### src/rtl/coffee_pkg.sv
// Shared types, recipe table and helpers for the coffee machine brew sequencer.
package coffee_pkg;

    localparam int N_INGR = 5;
    localparam int REC_W  = 3;

    typedef enum logic [2:0] {ESPRESSO, AMERICANO, LATTE, MOCHA, CHOCOLATE} drink_e;
    typedef enum logic [2:0] {WATER, COFFEE, SUGAR, MILK, CHOC} ingr_e;
    typedef enum logic [1:0] {IDLE, LOAD, DISPENSE, DONE} seq_state_e;

    // Seconds per ingredient, indexed [drink][ingredient], water first.
    localparam logic [REC_W-1:0] RECIPE [N_INGR][N_INGR] = '{
        '{3'd2, 3'd3, 3'd0, 3'd0, 3'd0},
        '{3'd5, 3'd2, 3'd1, 3'd0, 3'd0},
        '{3'd2, 3'd2, 3'd1, 3'd4, 3'd0},
        '{3'd2, 3'd2, 3'd1, 3'd2, 3'd3},
        '{3'd3, 3'd0, 3'd1, 3'd2, 3'd4}
    };

    function automatic logic drink_valid(input logic [2:0] code);
        return code <= CHOCOLATE;
    endfunction

    // A zero-length phase keeps every valve closed.
    function automatic logic [N_INGR-1:0] valve_for(input logic [2:0] idx, input logic open);
        logic [N_INGR-1:0] one;
        one = {{(N_INGR-1){1'b0}}, 1'b1};
        return open ? (one << idx) : '0;
    endfunction

endpackage

### src/rtl/tick_prescaler.sv
// Divides the clock into a one-cycle tick every TICK_DIV cycles in which run is high.
module tick_prescaler #(
    parameter int TICK_DIV = 50_000_000
) (
    input  logic clock,
    input  logic reset,
    input  logic clr,
    input  logic run,
    output logic tick
);

    localparam int CW = (TICK_DIV > 2) ? $clog2(TICK_DIV) : 1;

    logic [CW-1:0] cnt;

    assign tick = run && (cnt == CW'(TICK_DIV - 1));

    always_ff @(posedge clock) begin
        if (!reset || clr)
            cnt <= '0;
        else if (run)
            cnt <= tick ? '0 : cnt + CW'(1);
    end

endmodule

### src/rtl/brew_sequencer.sv
// Order-level brew controller: accepts a drink order and runs its five valve phases.
// Optional CUP_INTERLOCK_EN pauses dispensing and order intake while no cup is present.
module brew_sequencer
    import coffee_pkg::*;
#(
    parameter int TICK_DIV = 50_000_000,
    parameter int DUR_W    = 3
) (
    input  logic                clock,
    input  logic                reset,
    input  logic                order_valid,
    input  logic [2:0]          order_type,
    output logic                order_ready,
    input  logic                cancel,
    input  logic                cup_present,
    output logic [N_INGR-1:0]   valve,
    output logic [2:0]          step,
    output logic                busy,
    output logic                done,
    output logic                aborted,
    output logic                err
);

    seq_state_e                     state;
    logic [N_INGR-1:0][DUR_W-1:0]   rcp;
    logic [DUR_W-1:0]               sec;
    logic [DUR_W-1:0]               cur_dur;
    logic [N_INGR-1:0]              valve_q;
    logic                           ready_q;
    logic                           cup_ok, run, tick, clr, phase_end;

`ifdef CUP_INTERLOCK_EN
    assign cup_ok      = cup_present;
    assign valve       = cup_present ? valve_q : '0;
    assign order_ready = ready_q && cup_present;
`else
    logic unused_cup;
    assign unused_cup  = cup_present;
    assign cup_ok      = 1'b1;
    assign valve       = valve_q;
    assign order_ready = ready_q;
`endif

    assign cur_dur   = rcp[step];
    assign run       = (state == DISPENSE) && cup_ok;
    assign phase_end = run && ((cur_dur == '0) || (tick && sec == cur_dur - DUR_W'(1)));
    assign clr       = (state != DISPENSE) || phase_end;

    tick_prescaler #(.TICK_DIV(TICK_DIV)) u_presc (
        .clock (clock),
        .reset (reset),
        .clr   (clr),
        .run   (run),
        .tick  (tick)
    );

    always_ff @(posedge clock) begin
        if (!reset) begin
            state   <= IDLE;
            rcp     <= '0;
            sec     <= '0;
            valve_q <= '0;
            ready_q <= 1'b0;
            step    <= '0;
            busy    <= 1'b0;
            done    <= 1'b0;
            aborted <= 1'b0;
            err     <= 1'b0;
        end else begin
            done    <= 1'b0;
            aborted <= 1'b0;
            err     <= 1'b0;
            // Cancel outranks phase completion in both active states.
            if ((state == LOAD || state == DISPENSE) && cancel) begin
                state   <= IDLE;
                valve_q <= '0;
                sec     <= '0;
                step    <= '0;
                busy    <= 1'b0;
                ready_q <= 1'b1;
                aborted <= 1'b1;
            end else begin
                case (state)
                    IDLE: begin
                        ready_q <= 1'b1;
                        if (order_valid && order_ready) begin
                            if (drink_valid(order_type)) begin
                                for (int i = 0; i < N_INGR; i++)
                                    rcp[i] <= DUR_W'(RECIPE[order_type][i]);
                                state   <= LOAD;
                                ready_q <= 1'b0;
                                busy    <= 1'b1;
                                step    <= '0;
                            end else begin
                                err <= 1'b1;
                            end
                        end
                    end
                    LOAD: begin
                        state   <= DISPENSE;
                        sec     <= '0;
                        step    <= '0;
                        valve_q <= valve_for(3'd0, rcp[0] != '0);
                    end
                    DISPENSE: begin
                        if (phase_end) begin
                            sec <= '0;
                            if (step == CHOC) begin
                                state   <= DONE;
                                valve_q <= '0;
                                done    <= 1'b1;
                            end else begin
                                step    <= step + 3'd1;
                                valve_q <= valve_for(step + 3'd1, rcp[step + 3'd1] != '0);
                            end
                        end else if (run && tick) begin
                            sec <= sec + DUR_W'(1);
                        end
                    end
                    DONE: begin
                        state   <= IDLE;
                        busy    <= 1'b0;
                        step    <= '0;
                        ready_q <= 1'b1;
                    end
                    default: state <= IDLE;
                endcase
            end
        end
    end

endmodule

### config.mk
export PLATFORM = sky130hd
export DESIGN_NAME = brew_sequencer
export DESIGN_NICKNAME = d
export VERILOG_FILES = /design/src/rtl/coffee_pkg.sv /design/src/rtl/tick_prescaler.sv /design/src/rtl/brew_sequencer.sv
export SDC_FILE = /design/constraint.sdc
export NUM_CORES = 1
export LEC_CHECK = 0
export ABC_AREA = 1
export CORE_MARGIN = 4
export CORE_UTILIZATION = 25
export CTS_CLUSTER_SIZE = 20
export DETAILED_ROUTE_END_ITERATION = 10
export GPL_TIMING_DRIVEN = 0
export PLACE_DENSITY = 0.5
export SLEW_MARGIN = 20
export SYNTH_ARGS = -nofsm -noshare
export SYNTH_HDL_FRONTEND = slang
export SYNTH_HIERARCHICAL = 1
export SYNTH_SLANG_ARGS = --single-unit
### constraint.sdc
create_clock -name clock -period 5.9 [get_ports clock]
set_input_delay 1.475 -clock clock [delete_from_list [all_inputs] [get_ports clock]]
set_output_delay 1.475 -clock clock [all_outputs]
set_load 0.01 [all_outputs]
Yosys cells after proc, flatten, opt, wreduce, memory -nomap -nowiden
Memories as Yosys holds them, arrays and structs flattened. A register that Yosys moved wholly into a read port is not among the register bits. Index checks and enable logic that the tools add are counted.

Bits in registers: 44. Bits in read-only memories: 120. Input port bits: 8. Word-level logic and storage cells: 100. Memories: 1.

Memory list: (no name shown) (words 8, width 15, rd ports 1, clocked after Yosys merged registers in 1, wr ports 0, RTL line brew_sequencer.sv:89) `rcp[i] <= DUR_W'(RECIPE[order_type][i]);`.

Add/sub/neg operators: 4. Magnitude comparators: 3. Equality and inequality tests: 13. Shifts and indexed selects: 1. Multiplexer cells: 32. Bitwise logic cells: 7. Reductions and logical operators: 29.

Operator list (number): $add A26 B1 Y26 const B (1); $eq A26 B26 Y1 const B (1); $mux W26 (1); $mux W3 (8); $bmux W3 S3 (2); $mux W5 (3); $reduce_and A4 Y1 (3); $pmux W5 S2 (1); $pmux W3 S3 (1); $reduce_bool A3 Y1 (3); $lt A3 B4 Y1 const B (2); $mux W1 (8); $mux W2 (4); $ne A2 B2 Y1 const B (4); $pmux W2 S4 (1); $reduce_or A4 Y1 (2); $add A3 B1 Y3 const B (2); $logic_and A1 B1 Y1 (6); $not A1 Y1 (6); $pmux W3 S2 (1); $shl A1 B3 Y5 const A (1); $eq A2 B2 Y1 const B (2); $logic_or A1 B1 Y1 (4); $ne A2 B1 Y1 const B (2); other kinds (15) (20).

Depth between registers and ports, before layout
Gate-level depths: netlist (run 1).

Depth after elaboration: 9. Gate-level depth with buffers: 22. Gate-level depth less buffers: 19.

Modules after synthesis
Netlist (run 1), hierarchy kept.

By module, submodules not included: brew_sequencer (times used 1, cells each 246, area an instance 1788.0 sq um, sequential area each 560.5 sq um); tick_prescaler (times used 1, cells each 230, area an instance 1539.0 sq um, sequential area each 520.5 sq um).

Worst setup path after synthesis (run 1)
No wires, ideal clock.

Kind: register -> register. From: register step[0]. To: register u_presc.cnt[17]. Library setup time: 64 ps. Data arrival time: 2461 ps. Data required time: 5836 ps. Slack: 3375 ps. Cell stages (with the launch flop): 19. Buffers on the path: 3. Clock period less this slack: 2525 ps. Cells stage by stage: dfxtp_1 buf_6 o21ai_0 o31ai_1 inv_1 ha_1 xnor2_1 nor2_1 nand3_2 inv_2 nand2_2 nand3_2 buf_6 nor2_1 inv_1 buf_4 nor2_4 nand2_1 nor2_1.

Word-level cells in the longest chain between the ends: 9. Elaborated cells between the ends (all ways): 10. Those cells by class: 1 x add/sub; 1 x eq/ne; 2 x mux; 6 x reduce/logical.

Ends and longest elaborated chain: start, declared (RTL line brew_sequencer.sv:17) `output logic [2:0] step,`; start signal, assigned (RTL line brew_sequencer.sv:113) `step <= step + 3'd1;`; $bmux W3 S3 * (RTL line brew_sequencer.sv:44) `assign cur_dur = rcp[step];`; $mux W3 (implied by the code) * (RTL line brew_sequencer.sv:44); $sub A3 B1 Y3 (RTL line brew_sequencer.sv:46) `assign phase_end = run && ((cur_dur == '0) || (tick && sec == cur_dur - DUR_W'(1)));`; $eq A3 B3 Y1 (RTL line brew_sequencer.sv:46); $logic_and A1 B1 Y1 (RTL line brew_sequencer.sv:46); $logic_or A1 B1 Y1 * (RTL line brew_sequencer.sv:46); $logic_and A1 B1 Y1 * (RTL line brew_sequencer.sv:46); $logic_or A1 B1 Y1 * (RTL line brew_sequencer.sv:47) `assign clr = (state != DISPENSE) || phase_end;`; named net clr (RTL line brew_sequencer.sv:30) `logic cup_ok, run, tick, clr, phase_end;`; $logic_or A1 B1 Y1 * (RTL line tick_prescaler.sv:19) `if (!reset || clr)`; end signal, assigned (RTL line tick_prescaler.sv:22) `cnt <= tick ? '0 : cnt + CW'(1);`; end, declared (RTL line tick_prescaler.sv:14) `logic [CW-1:0] cnt;`.

The timed path passes the listed nets; every way through them passes the cells marked *. The select of a mux whose other input is x is not followed. A chain may end at the register's enable or synchronous reset.

Worst setup path in the final report (run 1)
From: register step[0]. To: register u_presc.cnt[19].

The elaborated chain is that of the path after synthesis.

==> results of run 1 <==
==> worst max-delay path: stages, from the launching register on <==
cell,delay [ns]
dfxtp_1,0.45
buf_6,0.18
a21oi_1,0.08
o31ai_1,0.29
inv_1,0.11
ha_1,0.30
xnor2_1,0.13
nor2_1,0.06
nand3_2,0.08
inv_2,0.04
nand2_2,0.05
nand3_2,0.08
buf_6,0.15
nor2_1,0.19
inv_1,0.09
buf_4,0.19
nor2_4,0.21
nand2_1,0.08
nor2_1,0.08
==> sequential cells by signal (all words and copies together) (netlist names) <==
signal       count
sec              3
u_presc/cnt     26
step             3
busy             1
rcp             10
state            2
order_ready      1
aborted          1
err              1
valve            5
done             1
==> through the flow <==
stage                     area, sq um  setup slack, ns  hold WS (ns)  util [%]  instances
after floorplan                  3330             3.37         0.450         -        476
after global placement           3730             2.67         0.476      29.1        667
after detailed placement         3730             2.69         0.478      29.1        667
after CTS                        3900             2.94         0.497      30.4        675
after global routing             3900             2.65         0.514      30.4        675
final                            3900             2.97         0.486      30.4        675
==> synth_stat cells (2+ instances only) <==
master / n
nand2_1: 102
nor2_1: 73
inv_1: 61
dfxtp_1: 54
nand3_1: 33
a21oi_1: 28
nand2_2: 14
nand3_2: 14
ha_1: 12
nor2_2: 9
nor2_4: 8
o21ai_0: 8
buf_6: 7
nand4_1: 6
xor2_1: 5
inv_2: 4
nor3_1: 4
xnor2_1: 4
nand2_4: 3
a211oi_1: 2
a221oi_1: 2
buf_2: 2
nor3_2: 2
o21ai_1: 2
o31ai_1: 2
==> cell families (layout without fill, tap and decap cells) <==
| kind of cell | count (synthesis) | after routing | share of synthesized area (%) |
|---|---|---|---|
| and+or+nand+nor | 273 | 273 | 40.7 |
| xor gates and xnor gates | 9 | 9 | 2.37 |
| adders and majority gates | 12 | 12 | 4.51 |
| DFF | 54 | 54 | 32.5 |
| buffers and inverters | 78 | 105 | 10.9 |
| AOI/OAI and AO/OA | 50 | 50 | 8.95 |
==> layout make-up <==
class | count | area share, %
buffer | 11 | 2.57
clock buffer | 6 | 3.31
clock inverter | 2 | 0.963
inverter | 67 | 6.77
multi-input combinational | 344 | 48.3
sequential | 54 | 27.7
tap | 172 | 5.52
timing repair buffer | 19 | 4.88
==> metal layers <==
| metal | routed length (um) | vias up |
|---|---|---|
| li1 | - | 1554 |
| met1 | 3640 | 1305 |
| met2 | 3600 | 33 |
| met3 | 201 | 8 |
| met4 | 107 | 0 |
| met5 | 0 | - |
==> worst max path at each step <==
stage | from | end | slack, ns | cells past startpoint
floorplan | step[0] | u_presc/cnt[17] | 3.37 | 18
global placement | order_type[0] | step[2] | 2.67 | 8
detailed placement | order_type[0] | step[1] | 2.69 | 8
CTS | step[0] | u_presc/cnt[23] | 2.94 | 18
global route | step[0] | u_presc/cnt[25] | 2.65 | 18
finish | step[0] | u_presc/cnt[19] | 2.97 | 18
==> power by group through the flow <==
stage	Combinational [mW]	Sequential (mW)	Clock [mW]
2_1_floorplan	0.491	0.452	0
5_1_grt	0.747	0.445	0.370
4_1_cts	0.664	0.440	0.356
3_3_place_gp	0.654	0.448	0
6_report	0.658	0.440	0.340
3_5_place_dp	0.662	0.449	0
==> qor.yml, run 1 <==
nets: 522
cap_violations: 0
multi_input_area_sq_um: 1880
synth_seq_cells: 54
cts_hold_buf: 0
drcViolationCount: 0
r2r_cells: 18
num_vias: 2900
globalRouteOverflowTotal: 0
gr-usage-met1_pct: 13.0
p_clk_share_pct: 23.6
die_area_sq_um: 15200
r2r_slack_ns: 2.97
switching_share_pct: 39.5
clk_pin_slew_ns: 0.07
grt_max_degree: 17
root_buffer: "clkbuf_16"
crit_type: "reg2reg"
r2r_start: "step[0]"
core_area_sq_um: 12800
yosysWarnings: 6
worstMarginPinSlew_ns: 0.476
cp.arrival_ns: 3.16
slew_headroom_pct: 68.3
async_flop_share_pct: 0
diodes: 0
powerDensity_nw_per_um2: 369
critical_path_required_ns: 6.13
top_usage_layer: "met2"
skew_ns: 0.00717
rows: 41
drtAntennaViolNets: 0
final_common_cell: "nand2_1"
htree_levels: 2
cts_tree: "built"
ys_seq_area_share_pct: 32.5
drtPass1Iterations: 4
setup_viol: 0
grt_pass1_wl_um: 13000
antenna_found_initial: 0
holdPathStages: 2
worst-path-max-fanout: 10
hp-class: "reg2reg"
fp.dieW_um: 123
regArea_sq_um: 1080
slew_violations: 0
vias_per_cell: 4.30
post-route-period-util_pct: 49.6
portBuffers: 19
cts_resized: 0
layout-drive-gt1-share_pct: 15.3
netlist_area_sq_um: 3330
endpoint_kind: "flop"
hold_start: "valve[1]"
synth-edff-count: 0
r2r-end: "u_presc/cnt[19]"
drt_iter0_drc: 168
yosys.area.top_type_share_pct: 32.5
synth_top_flop_cell: "dfxtp_1"
max_freq_mhz: 342
ys_types: 40
grt_pass1_vias: 2818
seq_power_share_pct: 30.6
ir_worst_vdd_uv: 114
n_fill_cell: 1419
hpwl_um: 5900
finalHoldViolations: 0
yosys.area.top_type: "dfxtp_1"
synthToLayoutAreaGrowth_pct: 17.2
use_met2_pct: 18.6
grt_use_total_pct: 10.6
cts-buffers-inserted: 5
p_sw_mw: 0.568
postCtsSetupRepairBufs: 0
gp_congestion: 0.833
dieHeight_um: 123
wl_per_cell_um: 11.2
synth_area_leaders: "dfxtp_1 (32%), nand2_1 (12%), nor2_1 (8.2%), inv_1 (6.9%), nand3_1 (5.0%)"
finalSetupTns_ns: 0
period_needed_ns: 2.93
p_int_mw: 0.870
grt_use_met3_pct: 2.42
outcome: "finished, final reports clean"
start_util_pct: 25.9
fin_total_pwr_mw: 1.44
clkSinkCount: 54
rsz0062_at_grt: "false"
cts_max_path_buffers: 2
ioPinCount: 21
p_leak_nw: 1.49
clock_latency_ns: 0.29
critPathLaunchType: "flop"
min_to: "valve[1]"
synth.avg_cell_area_sq_um: 6.99
syn-num-nets: 496
wl_um: 7550
p_comb_share_pct: 45.8
synth_cells: 476
layout_common_cells: "nand2_1 (102), nor2_1 (73), inv_1 (61), dfxtp_1 (54), nand3_1 (33)"
(Power assumes the default switching activity.)
==> run 2: changes to the inputs <==
==> constraint.sdc (replaced) <==
create_clock -name clock -period 2.7 [get_ports clock]
set_input_delay 0.675 -clock clock [delete_from_list [all_inputs] [get_ports clock]]
set_output_delay 0.675 -clock clock [all_outputs]
set_load 0.01 [all_outputs]
==> qor.yml, run 2 (same netlist as run 1, synthesis figures left out) <==
cts-buffers-inserted: 5  # unchanged
largest_reg_flops: 26  # unchanged
multi_input_area_sq_um: 1930  # +2.4%
globalRouteOverflowTotal: 0  # unchanged
root_buffer: "clkbuf_16"
cp.arrival_ns: 2.70  # -0.46 ns
skew_ns: 0.00738  # +0.000211 ns
clock_latency_ns: 0.29  # about the same
worstMarginPinSlew_ns: 0.477  # +0.00111 ns
drcViolationCount: 0  # unchanged
critPathLaunch: "step[1]"
hpwl_um: 5900  # unchanged
p_leak_nw: 1.54  # +3.7%
top_register: "u_presc/cnt"
nets: 531  # +1.7%
final_common_cell: "nand2_1"
wl_um: 7720  # +2.3%
fp.dieW_um: 123  # unchanged
wl_per_cell_um: 11.3  # +0.92%
fin_total_pwr_mw: 3.27  # +130%
critPathLaunchType: "flop"
layout-drive-gt1-share_pct: 19.3  # +4.0 points
finalSetupTns_ns: 0  # unchanged
placed_cells: 667  # unchanged
grt_pass1_wl_um: 13200  # +1.0%
postPlaceCellArea_sq_um: 3730  # unchanged
setup_viol: 0  # unchanged
worst-path-max-fanout: 8  # -2
num_vias: 2948  # +1.7%
path_cells: "inv_2 > a21oi_1 > o31ai_2 > inv_2 > ha_4 > xnor2_2 > nor2_1 > nand3_2 > inv_2 > nand2_2 > nand3_2 > buf_6 > nor2_4 > inv_2 > buf_6 > nor2_4 > nand2_1 > nor2_1"
finalHoldViolations: 0  # unchanged
n_fill_cell: 1418  # -0.070%
layoutNonFillerInstCount: 684  # +1.3%
vias_per_cell: 4.31  # +0.32%
endpoint_kind: "flop"
drt_iter0_drc: 187  # +11%
hold_start: "valve[1]"
ioPinCount: 21  # unchanged
r2r_start: "step[1]"
powerDensity_nw_per_um2: 813  # +120%
htree_levels: 2  # unchanged
grt_use_total_pct: 10.7  # +0.11 points
slew_headroom_pct: 68.2  # -0.074 points
cts_max_path_buffers: 2  # unchanged
max_stage_delay_ns: 0.39  # -0.06 ns
r2r_cells: 18  # unchanged
portBuffers: 19  # unchanged
clkSinkCount: 54  # unchanged
cts_tree: "built"
met2_wirelength_um: 3700  # +2.8%
route.top_layer_used: "met4"
period_needed_ns: 2.47  # -0.456 ns
start_util_pct: 25.9  # unchanged
clk_pin_slew_ns: 0.07  # about the same
slew_violations: 0  # unchanged
gp_congestion: 0.833  # unchanged
cap_violations: 0  # unchanged
post-route-period-util_pct: 91.5  # +42 points
critPathSlowestCell: "dfxtp_4"
die_area_sq_um: 15200  # unchanged
crit_end: "u_presc/cnt[25]"
layout_common_cells: "nand2_1 (101), nor2_1 (72), inv_1 (59), dfxtp_1 (51), nand3_1 (33)"
met1_length_um: 3700  # +1.7%
antenna_found_initial: 0  # unchanged
max_freq_mhz: 405  # +18%
critical_path_required_ns: 2.93  # -3.20 ns
r2r_slack_ns: 0.23  # -2.74 ns
finalInstanceArea_sq_um: 4020  # +3.2%
outcome: "finished, final reports clean"
dieHeight_um: 123  # unchanged
drtPass1Iterations: 4  # unchanged
diodes: 0  # unchanged
rsz0062_at_grt: "false"
regArea_sq_um: 1090  # +0.81%
grt_max_degree: 17  # unchanged
crit_type: "reg2reg"
core_area_sq_um: 12800  # unchanged
wl_met3_um: 210  # +4.5%
crit_top_cell: "inv_2"
ir_worst_vdd_uv: 236  # +110%
drtAntennaViolNets: 0  # unchanged
grt_pass1_vias: 2837  # +0.67%
r2r-end: "u_presc/cnt[25]"
hp-class: "reg2reg"
synthToLayoutAreaGrowth_pct: 20.9
rows: 41  # unchanged
[run 2: cell types whose count changed in the layout (fill, tap and decap cells not counted), moves of 2 or more]
cell and change:
buf_4 +8, dfxtp_1 -3, dfxtp_4 +2, ha_1 -3, ha_2 +2, inv_1 -2
inv_2 +2
[run 2: per-layer routing]
metal  up-vias  track usage [%]
met2        37             18.8
met4         0             3.04
met1      1331             13.1
met3         8             2.42
met5         -                0
li1       1572                -
[run 2: worst min-delay path by stage]
stage                     to  depth (start not counted)
floorplan             rcp[1]                          2
global placement    valve[3]                          2
detailed placement  valve[1]                          2
CTS                 valve[1]                          2
global route        valve[1]                          2
finish              valve[1]                          2
[run 2: worst max-delay path: cells and delay by family, from the launching register on]
kind	cells	cell delay, ns
AO/OA/AOI/OAI	2	0.37
XOR/XNOR	1	0.10
flip-flops	1	0.39
buffers and inverters	6	0.55
AND/OR/NAND/NOR	8	0.72
adder cells (fa/ha/maj)	1	0.28
[run 2: layout make-up]
class	instances	share of cell area (%)
sequential	54	27.1
clock inverter	2	0.933
buffer	10	2.30
tap	172	5.35
inverter	67	6.69
multi-input combinational	344	47.9
timing repair buffer	29	6.53
clock buffer	6	3.20
[run 2: power breakdown]
| group | internal [mW] | total, mW | leakage, nW | switching, mW |
|---|---|---|---|---|
| registers | 0.894 | 0.978 | 0.439 | 0.0835 |
| logic | 0.650 | 1.55 | 1.03 | 0.900 |
| clock network | 0.439 | 0.745 | 0.0771 | 0.306 |
[run 2: what timing repair did]
| action | 4_1_cts | 5_1_grt |
|---|---|---|
| hold buffers | 0 | 0 |
| resized for setup | 6 | 13 |
| endpoints found under the hold margin | 0 | 0 |
| setup buffers | 4 | 6 |
| pin swaps | 2 | 7 |
| endpoints found under the setup margin | 20 | 27 |
[run 2: metrics by stage]
stage          util (%)  setup WS, ns  hold slack (ns)
6_report           31.4         0.230            0.486
5_1_grt            31.4        0.0109            0.514
4_1_cts            30.8      0.000227            0.497
3_5_place_dp       29.1        -0.225            0.478
3_3_place_gp       29.1        -0.229            0.476
2_1_floorplan         -         0.175            0.450
